### src/rtl/adder_carry_serial.sv
// rtl/adder_carry_serial.sv - chunk-serial add/subtract unit with carry-in, carry-out and signed overflow
//
// Adds or subtracts two N-bit operands K bits per clock, LSB chunk first, using one
// K-bit adder and a carry register.
//
// Ports:
//   clk        system clock, rising edge
//   reset      synchronous active-high reset, clears all state and the held result
//   start      operation request, accepted only while ready=1
//   sub        0: a+b+cin, 1: a-b (cin ignored), captured with start
//   cin        carry-in for add mode, captured with start
//   a, b       N-bit operands, captured with start
//   ready      high while idle
//   done_tick  one-cycle pulse, sum/cout/ovf updated in this cycle
//   sum        N-bit result, held until the next completion or reset
//   cout       carry out of bit N-1 (sub mode: 1 = no borrow)
//   ovf        signed two's-complement overflow
module adder_carry_serial #(
   parameter int N = 32,
   parameter int K = 8
) (
   input  logic         clk,
   input  logic         reset,
   input  logic         start,
   input  logic         sub,
   input  logic         cin,
   input  logic [N-1:0] a,
   input  logic [N-1:0] b,
   output logic         ready,
   output logic         done_tick,
   output logic [N-1:0] sum,
   output logic         cout,
   output logic         ovf
);

   localparam int CHUNKS = N / K;
   localparam int CW     = (CHUNKS > 1) ? $clog2(CHUNKS) : 1;
   localparam logic [CW-1:0] LAST = CW'(CHUNKS - 1);

   typedef enum logic [1:0] {IDLE, OP, DONE} state_t;

   state_t         state;
   state_t         state_next;
   logic [CW-1:0]  count;
   logic           carry;
   logic [N-1:0]   a_sh;
   logic [N-1:0]   b_sh;
   logic [N-1:0]   psum;
   logic           a_msb;
   logic           b_msb;
   logic [K:0]     chunk;
   logic [N-1:0]   psum_next;
   logic           last_chunk;

   // One K-bit slice of the addition; bit K is the carry into the next chunk.
   assign chunk = {1'b0, a_sh[K-1:0]} + {1'b0, b_sh[K-1:0]} + {{K{1'b0}}, carry};

   // Each finished chunk enters at the top, so after N/K steps the LSB chunk
   // has been pushed down to bit 0.
   generate
      if (K == N) begin : g_single
         assign psum_next = chunk[K-1:0];
      end else begin : g_multi
         assign psum_next = {chunk[K-1:0], psum[N-1:K]};
      end
   endgenerate

   assign last_chunk = (count == LAST);

   always_ff @(posedge clk) begin
      if (reset) begin
         state <= IDLE;
      end else begin
         state <= state_next;
      end
   end

   always_comb begin
      state_next = state;
      case (state)
         IDLE:    if (start) state_next = OP;
         OP:      if (last_chunk) state_next = DONE;
         DONE:    state_next = IDLE;
         default: state_next = IDLE;
      endcase
   end

   assign ready     = (state == IDLE);
   assign done_tick = (state == DONE);

   // The result registers are loaded on the final chunk edge so that they are
   // already valid during the DONE cycle in which done_tick is high.
   always_ff @(posedge clk) begin
      if (reset) begin
         count <= '0;
         carry <= 1'b0;
         a_sh  <= '0;
         b_sh  <= '0;
         psum  <= '0;
         a_msb <= 1'b0;
         b_msb <= 1'b0;
         sum   <= '0;
         cout  <= 1'b0;
         ovf   <= 1'b0;
      end else begin
         case (state)
            IDLE: begin
               if (start) begin
                  a_sh  <= a;
                  b_sh  <= sub ? ~b : b;
                  carry <= sub | cin;
                  a_msb <= a[N-1];
                  b_msb <= sub ? ~b[N-1] : b[N-1];
                  count <= '0;
               end
            end
            OP: begin
               a_sh  <= a_sh >> K;
               b_sh  <= b_sh >> K;
               psum  <= psum_next;
               carry <= chunk[K];
               count <= count + 1'b1;
               if (last_chunk) begin
                  sum  <= psum_next;
                  cout <= chunk[K];
                  // Same-sign operands producing an opposite-sign result.
                  ovf  <= (a_msb == b_msb) && (psum_next[N-1] != a_msb);
               end
            end
            default: ;
         endcase
      end
   end

endmodule
### config.mk
export PLATFORM = sky130hd
export DESIGN_NAME = adder_carry_serial
export DESIGN_NICKNAME = d
export VERILOG_FILES = /design/src/rtl/adder_carry_serial.sv
export SDC_FILE = /design/constraint.sdc
export NUM_CORES = 1
export LEC_CHECK = 0
export BUFFER_PORTS_ARGS = -buffer_cell sky130_fd_sc_hd__buf_2
export CAP_MARGIN = 25
export CORE_ASPECT_RATIO = 1.1
export CORE_MARGIN = 2
export CORE_UTILIZATION = 45
export DETAILED_ROUTE_END_ITERATION = 16
export HOLD_SLACK_MARGIN = 0.1
export PLACE_DENSITY = 0.81
export SLEW_MARGIN = 20
export SYNTH_ARGS = -nofsm -noshare
export SYNTH_HDL_FRONTEND = slang
export SYNTH_SLANG_ARGS = --single-unit
### constraint.sdc
create_clock -name clk -period 2.2 [get_ports clk]
set_clock_uncertainty 0.15 [all_clocks]
set_input_delay 0.22 -clock clk [delete_from_list [all_inputs] [get_ports clk]]
set_output_delay 0.22 -clock clk [all_outputs]
set_load 0.01 [all_outputs]
==> results of run 1 <==
[worst register-to-register path: stages, from the launching register on]
cell and delay, ps:
dfxtp_2 330, fa_2 400, fa_2 370, a21o_1 170, a21oi_2 190, o21a_1 210
nand4b_1 140, nand3_2 100
[sequential cells by signal (all words and copies together), names as in the netlist]
register / flops
psum: 24
ovf: 1
cout: 1
state: 2
sum: 32
b_sh: 32
b_msb: 1
carry: 1
count: 2
a_sh: 32
a_msb: 1
[power breakdown]
| part | internal (µW) | switching, µW | total (µW) |
|---|---|---|---|
| sequential | 2460 | 87.8 | 2550 |
| clock | 1860 | 1010 | 2860 |
| combinational | 366 | 439 | 804 |
| total | 4690 | 1530 | 6220 |
[layer usage]
layer / wire length [µm] / vias up / GRT usage (%)
met2: 7770 / 217 / 42.5
met3: 950 / 28 / 5.97
met4: 343 / 0 / 9.13
met5: 0 / - / 0
met1: 6310 / 2447 / 29.2
li1: - / 2577 / -
[worst max-delay path by stage]
stage                  from      end  slack (ps)  cells after the start
detailed placement    carry  sum[30]         -60                      7
CTS                   carry      ovf          20                      7
floorplan             carry  sum[30]          10                      7
global placement      carry  sum[30]         -20                      7
global route        a_sh[0]  sum[30]         -60                      7
finish              a_sh[0]  sum[30]          80                      7
[cell usage in the layout, fill, tap and decap left out, types with 2 or more instances in the layout]
cell type,Yosys,routed
nand2_1,169,168
nor2_1,88,88
a311oi_1,24,24
a21oi_1,72,72
a21o_1,4,4
fa_2,0,2
a221oi_1,24,24
ha_1,8,8
o21ai_0,3,2
clkinv_2,0,4
buf_4,5,21
dlygate4sd3_1,0,65
nand4b_1,2,2
dfxtp_1,129,127
buf_12,0,2
dfxtp_2,0,2
clkinvlp_4,0,2
nand3b_1,2,2
nand2b_1,3,2
clkbuf_8,0,3
bufinv_16,0,3
o21ai_1,1,2
xnor2_1,34,34
nand3_1,13,13
buf_2,12,103
a211oi_1,9,9
xor2_1,2,2
clkbuf_16,0,17
[timing repair]
item,4_1_cts,5_1_grt
pin swaps,2,12
gates resized for setup,1,4
hold endpoints to repair,68,0
hold buffers,65,0
endpoints found under the setup margin,5,7
setup buffers,0,1
[layout make-up]
cell class                 count  area (µm²)
clock inverter                10         134
sequential                   129        2580
multi-input combinational    480        2630
fill                         966        4560
timing repair buffer         191        1360
tap                          154         193
clock buffer                  21         470
[kinds of logic (layout without fill, tap and decap cells)]
group,after synthesis,after routing,share of synthesized area (%)
simple gates,288,288,21.4
compound gates,146,146,18.2
flops,129,129,47.5
buf+inv,54,222,4.49
xor+xnor,36,36,5.80
fa+ha+maj,10,10,2.58
[through the flow]
stage | hold slack [ps] | power (µW) | setup WS (ps)
after floorplan | 206 | 3060 | 13.6
after CTS | 134 | 6220 | 20.4
final | 174 | 6220 | 75.4
after global routing | 188 | 6450 | -61.3
after detailed placement | 294 | 3280 | -57.8
after global placement | 289 | 3260 | -16.2
==> impl_metrics.tcl, run 1 <==
set metrics [dict create \
    rows 42 \
    path_common_cell "fa_2" \
    numClockSinks 129 \
    path_max_fanout 4 \
    whs_path_depth 4 \
    postPlaceCellArea_um2 6100 \
    clk_latency_ps 420 \
    hp-start "cin" \
    die_y_um 119 \
    cts-root-buf "clkbuf_16" \
    ir_drop_mv 0.402 \
    async_reset_ff_share_pct 0 \
    critPathRequiredTime_ps 2400 \
    htree_num_levels 4 \
    fin_cells 985 \
    p_leak_uw 0.00297 \
    synth.avg_cell_area_um2 8.19 \
    coreArea_um2 11900 \
    synth_commonest_cells "nand2_1, dfxtp_1, nor2_1" \
    worstRegToRegCells 7 \
    path_clk_slew_ps 60 \
    min_to "carry" \
    hold_class "in -> reg" \
    synth_top_cell_by_area "dfxtp_1" \
    slowest_stage "fa_2" \
    portBuffers 104 \
    fin_setup_tns_ps 0 \
    yosys_warnings 0 \
    vias_per_cell 5.35 \
    wl_per_cell_um 15.6 \
    first_pass_iters 5 \
    gp_congestion 0.832 \
    antenna_cells 0 \
    fin_crit_sh_pct 96.6 \
    first_global_vias 5174 \
    rsz0062_at_grt "true" \
    vias 5269 \
    synth.distinct_cells 41 \
    relSlewSlack_pct 58.1 \
    globalRouteOverflowTotal 0 \
    design_area_um2 7370 \
    power.density_nw_per_um2 844 \
    synth_most_common_cell "nand2_1" \
    io_pins 105 \
    antenna_left 0 \
    crit_path_max_incr_delay_ps 400 \
    crit_buf_inv 0 \
    grt_pass1_wl_um 24800 \
    drive_above_1_share_pct 20.7 \
    antenna_found_initial 0 \
    setup_viol 0 \
    hpwlAfterDp_um 9200 \
    die_x_um 109 \
    synth-edff-count 0 \
    cts_tree "done" \
    crit_chain "fa_2 > fa_2 > a21o_1 > a21oi_2 > o21a_1 > nand4b_1 > nand3_2" \
    grt_max_degree 51 \
    outcome "finished clean" \
    area_growth_pct 35.7 \
    cts_buffers 17 \
    fin_util_pct 61.8 \
    drv_cap 0 \
    synth_top_area_share_pct 47.5 \
    timing_worst_setup_path_type "reg -> reg" \
    worstMarginPinSlew_ps 627 \
    ys_seq_area_share_pct 47.5 \
    fin_crit_ps 2120 \
    place_inst 888 \
    drt_iter0_markers 405 \
    synth_area_um2 5430 \
    dieArea_um2 13000 \
    r2r-end "sum[30]" \
    worstPathArrival_ps 2330 \
    start_util_pct 45.5 \
    max-clock-path-buffers 2 \
    synth_cells 663 \
    drt_wl_total_um 15400 \
    synth_fp_nets 742 \
    yosys_register_bits 129 \
    end_kind "flop" \
    setup.worst_path.start_class "flop" \
    r2r_slack_ps 80 \
    crit_family "adder cells" \
    slew_violations 0 \
    finalHoldViolations 0 \
    drc 0 \
    r2r_start "a_sh[0]" \
    synthTopCellsByArea "dfxtp_1, nand2_1, a21oi_1" \
    grt_usage_pct 24.6 \
    fmax_mhz 471 \
    synth_top_flop_cell "dfxtp_1" \
    final_nets 898 \
]
Note: power is estimated with default switching activity, not from simulation.
==> inputs of run 2 (changes only) <==
- ABC_AREA: default -> 1
- CAP_MARGIN: 25 -> default
==> run 2 against run 1 <==
Synthesized area increased by 0.55%. Combinational power up 0.6%. Fmax increased by 3.9%. Global-route usage down 1.2 points. Setup slack better by 81 ps. Critical path type unchanged. Cell count increased by 3.7%.
==> impl_metrics.tcl, run 2 <==
set metrics [dict create \
    outcome "finished clean" \
    yosys_register_bits 129 \
    ys_seq_area_share_pct 47.3 \
    path_clk_slew_ps 60 \
    start_util_pct 45.8 \
    power.density_nw_per_um2 814 \
    combPwrFrac_pct 13.4 \
    antenna_found_initial 0 \
    synth_top_family_by_area "compound AO/OA/AOI/OAI gates" \
    drt_iter0_markers 407 \
    synth-edff-count 0 \
    crit_path_max_incr_delay_ps 410 \
    vias 5136 \
    critPathRequiredTime_ps 2360 \
    switching_share_pct 25.5 \
    numClockSinks 129 \
    setup_viol 0 \
    fin_crit_sh_pct 92.9 \
    end_kind "flop" \
    fin_util_pct 61.9 \
    intPower_uw 4480 \
    slew_violations 0 \
    p_sw_uw 1530 \
    grt_pass1_wl_um 23700 \
    synth_cells 690 \
    rsz0062_at_grt "false" \
    rows 42 \
    vias_per_cell 5.03 \
    fin_setup_tns_ps 0 \
    synthTopCellsByArea "dfxtp_1, nand2_1, o21ai_0" \
    finalHoldViolations 0 \
    synth_top_area_share_pct 47.3 \
    seq_power_share_pct 42.5 \
    cts_tree "done" \
    drc 0 \
    cts_buffers 17 \
    yosys_warnings 0 \
    die_y_um 120 \
    first_pass_iters 5 \
    drive_above_1_share_pct 18.3 \
    synth-xor-area-share_pct 5.77 \
    clk_latency_ps 410 \
    grt_max_degree 54 \
    synth.distinct_cells 35 \
    layout_common_cells "nand2_1, dfxtp_1, buf_2" \
    timing_worst_setup_path_type "reg -> reg" \
    fin_crit_ps 2040 \
    synth.avg_cell_area_um2 7.92 \
    synth_most_common_cell "nand2_1" \
    drv_cap 0 \
    coreArea_um2 11900 \
    fill_cells 972 \
    cts-root-buf "clkbuf_16" \
    synth_fp_nets 769 \
    synth_commonest_cells "nand2_1, dfxtp_1, o21ai_0" \
    fmax_mhz 489 \
    hpwlAfterDp_um 8710 \
    hold_class "in -> reg" \
    globalRouteOverflowTotal 0 \
    post_cts_buffers 0 \
    clkPwrFrac_pct 44.0 \
    antenna_cells 0 \
    synthAdderAreaFrac_pct 2.57 \
    final_nets 933 \
    synth-compound-area-share_pct 19.6 \
    htree_num_levels 4 \
    portBuffers 104 \
    die_x_um 109 \
    async_reset_ff_share_pct 0 \
    wl_per_cell_um 14.2 \
    worstPathArrival_ps 2200 \
    final_common_cell "nand2_1" \
    antenna_left 0 \
    path_common_cell "nand2_1" \
    gp_congestion 0.849 \
    grt_usage_pct 23.4 \
    setup.worst_path.start_class "flop" \
    synth_top_flop_cell "dfxtp_1" \
    path_max_fanout 3 \
    max-clock-path-buffers 2 \
    area_growth_pct 35.3 \
    crit_family "adder cells" \
    fin_hold_ws_ps 134 \
    p_leak_uw 0.00341 \
    worstMarginPinSlew_ps 568 \
    dieArea_um2 13000 \
    synth_area_um2 5460 \
    slowest_stage "fa_2" \
    relSlewSlack_pct 62.1 \
    synthSimpleGateAreaFrac_pct 16.5 \
    io_pins 105 \
    synth_top_cell_by_area "dfxtp_1" \
    crit_chain "fa_2 > fa_2 > nand3_1 > nand2_1 > a21oi_2 > inv_1 > nand2_1 > nand3_1 > nand2_1 > inv_1" \
    synth.area.mux_share_pct 0 \
    drt_wl_total_um 14500 \
    ir_drop_mv 0.405 \
    crit_buf_inv 2 \
    first_global_vias 5111 \
    largestRegisters "a_sh (32), b_sh (32), sum (32)" \
]
## run 2: repair_timing
action | 4_1_cts | 5_1_grt
endpoints found under the hold margin | 68 | 0
hold buffers | 73 | 0
setup endpoints to repair | 0 | 2
gates resized for setup | 0 | 3
## run 2: layer usage
layer	routed length (µm)	GRT usage, %
met1	6100	26.3
met2	7440	41.9
met3	687	6.52
met4	278	7.77
met5	0	0
## run 2: kinds of logic after synthesis
| family | count (synthesis) |
|---|---|
| adder cells (fa/ha/maj) | 10 |
| buffers and inverters | 109 |
| flip-flops | 129 |
| AND/OR/NAND/NOR | 227 |
| AO/OA/AOI/OAI | 179 |
| XOR/XNOR | 36 |
## run 2: final cells by class
cell class	count	area [µm²]	share of cell area [%]
Clock buffer	24	482	6.52
Clock inverter	8	80.1	1.08
Inverter	65	246	3.34
Multi-Input combinational cell	452	2440	33.0
Sequential cell	129	2580	34.9
Tap cell	154	193	2.61
Timing Repair Buffer	189	1370	18.5
## run 2: worst paths after layout
path            start        to  cells after the start  slack, ps
max             carry   sum[30]                     10        160
min              b[8]   b_sh[8]                      5        130
max reg2reg     carry   sum[30]                     10        160
min reg2reg  a_sh[31]  a_sh[31]                      2        310
## run 2: power groups by stage
stage	Sequential (µW)	Clock (µW)	Combinational, µW
after CTS	2550	2680	792
after floorplan	2580	0	505
final	2560	2650	809
after global placement	2600	0	676
after detailed placement	2600	0	688
after global routing	2570	2800	903
## run 2: per-stage QoR
| stage | instances | total power (µW) | instance area, µm² | setup WS (ps) |
|---|---|---|---|---|
| 3_5_place_dp | 916 | 3290 | 6090 | 35.7 |
| 4_1_cts | 1021 | 6020 | 7380 | 25.8 |
| 3_3_place_gp | 916 | 3270 | 6090 | 129 |
| 5_1_grt | 1021 | 6270 | 7390 | 43.1 |
| 6_report | 1021 | 6020 | 7390 | 156 |
| 2_1_floorplan | 690 | 3080 | 5460 | 202 |
## run 2: worst register-to-register path: stages, from the launching register on
cell and delay, ps:
dfxtp_1 340, fa_2 410, fa_2 360, nand3_1 90
nand2_1 120, a21oi_2 190, inv_1 60, nand2_1 70
nand3_1 70, nand2_1 60, inv_1 30
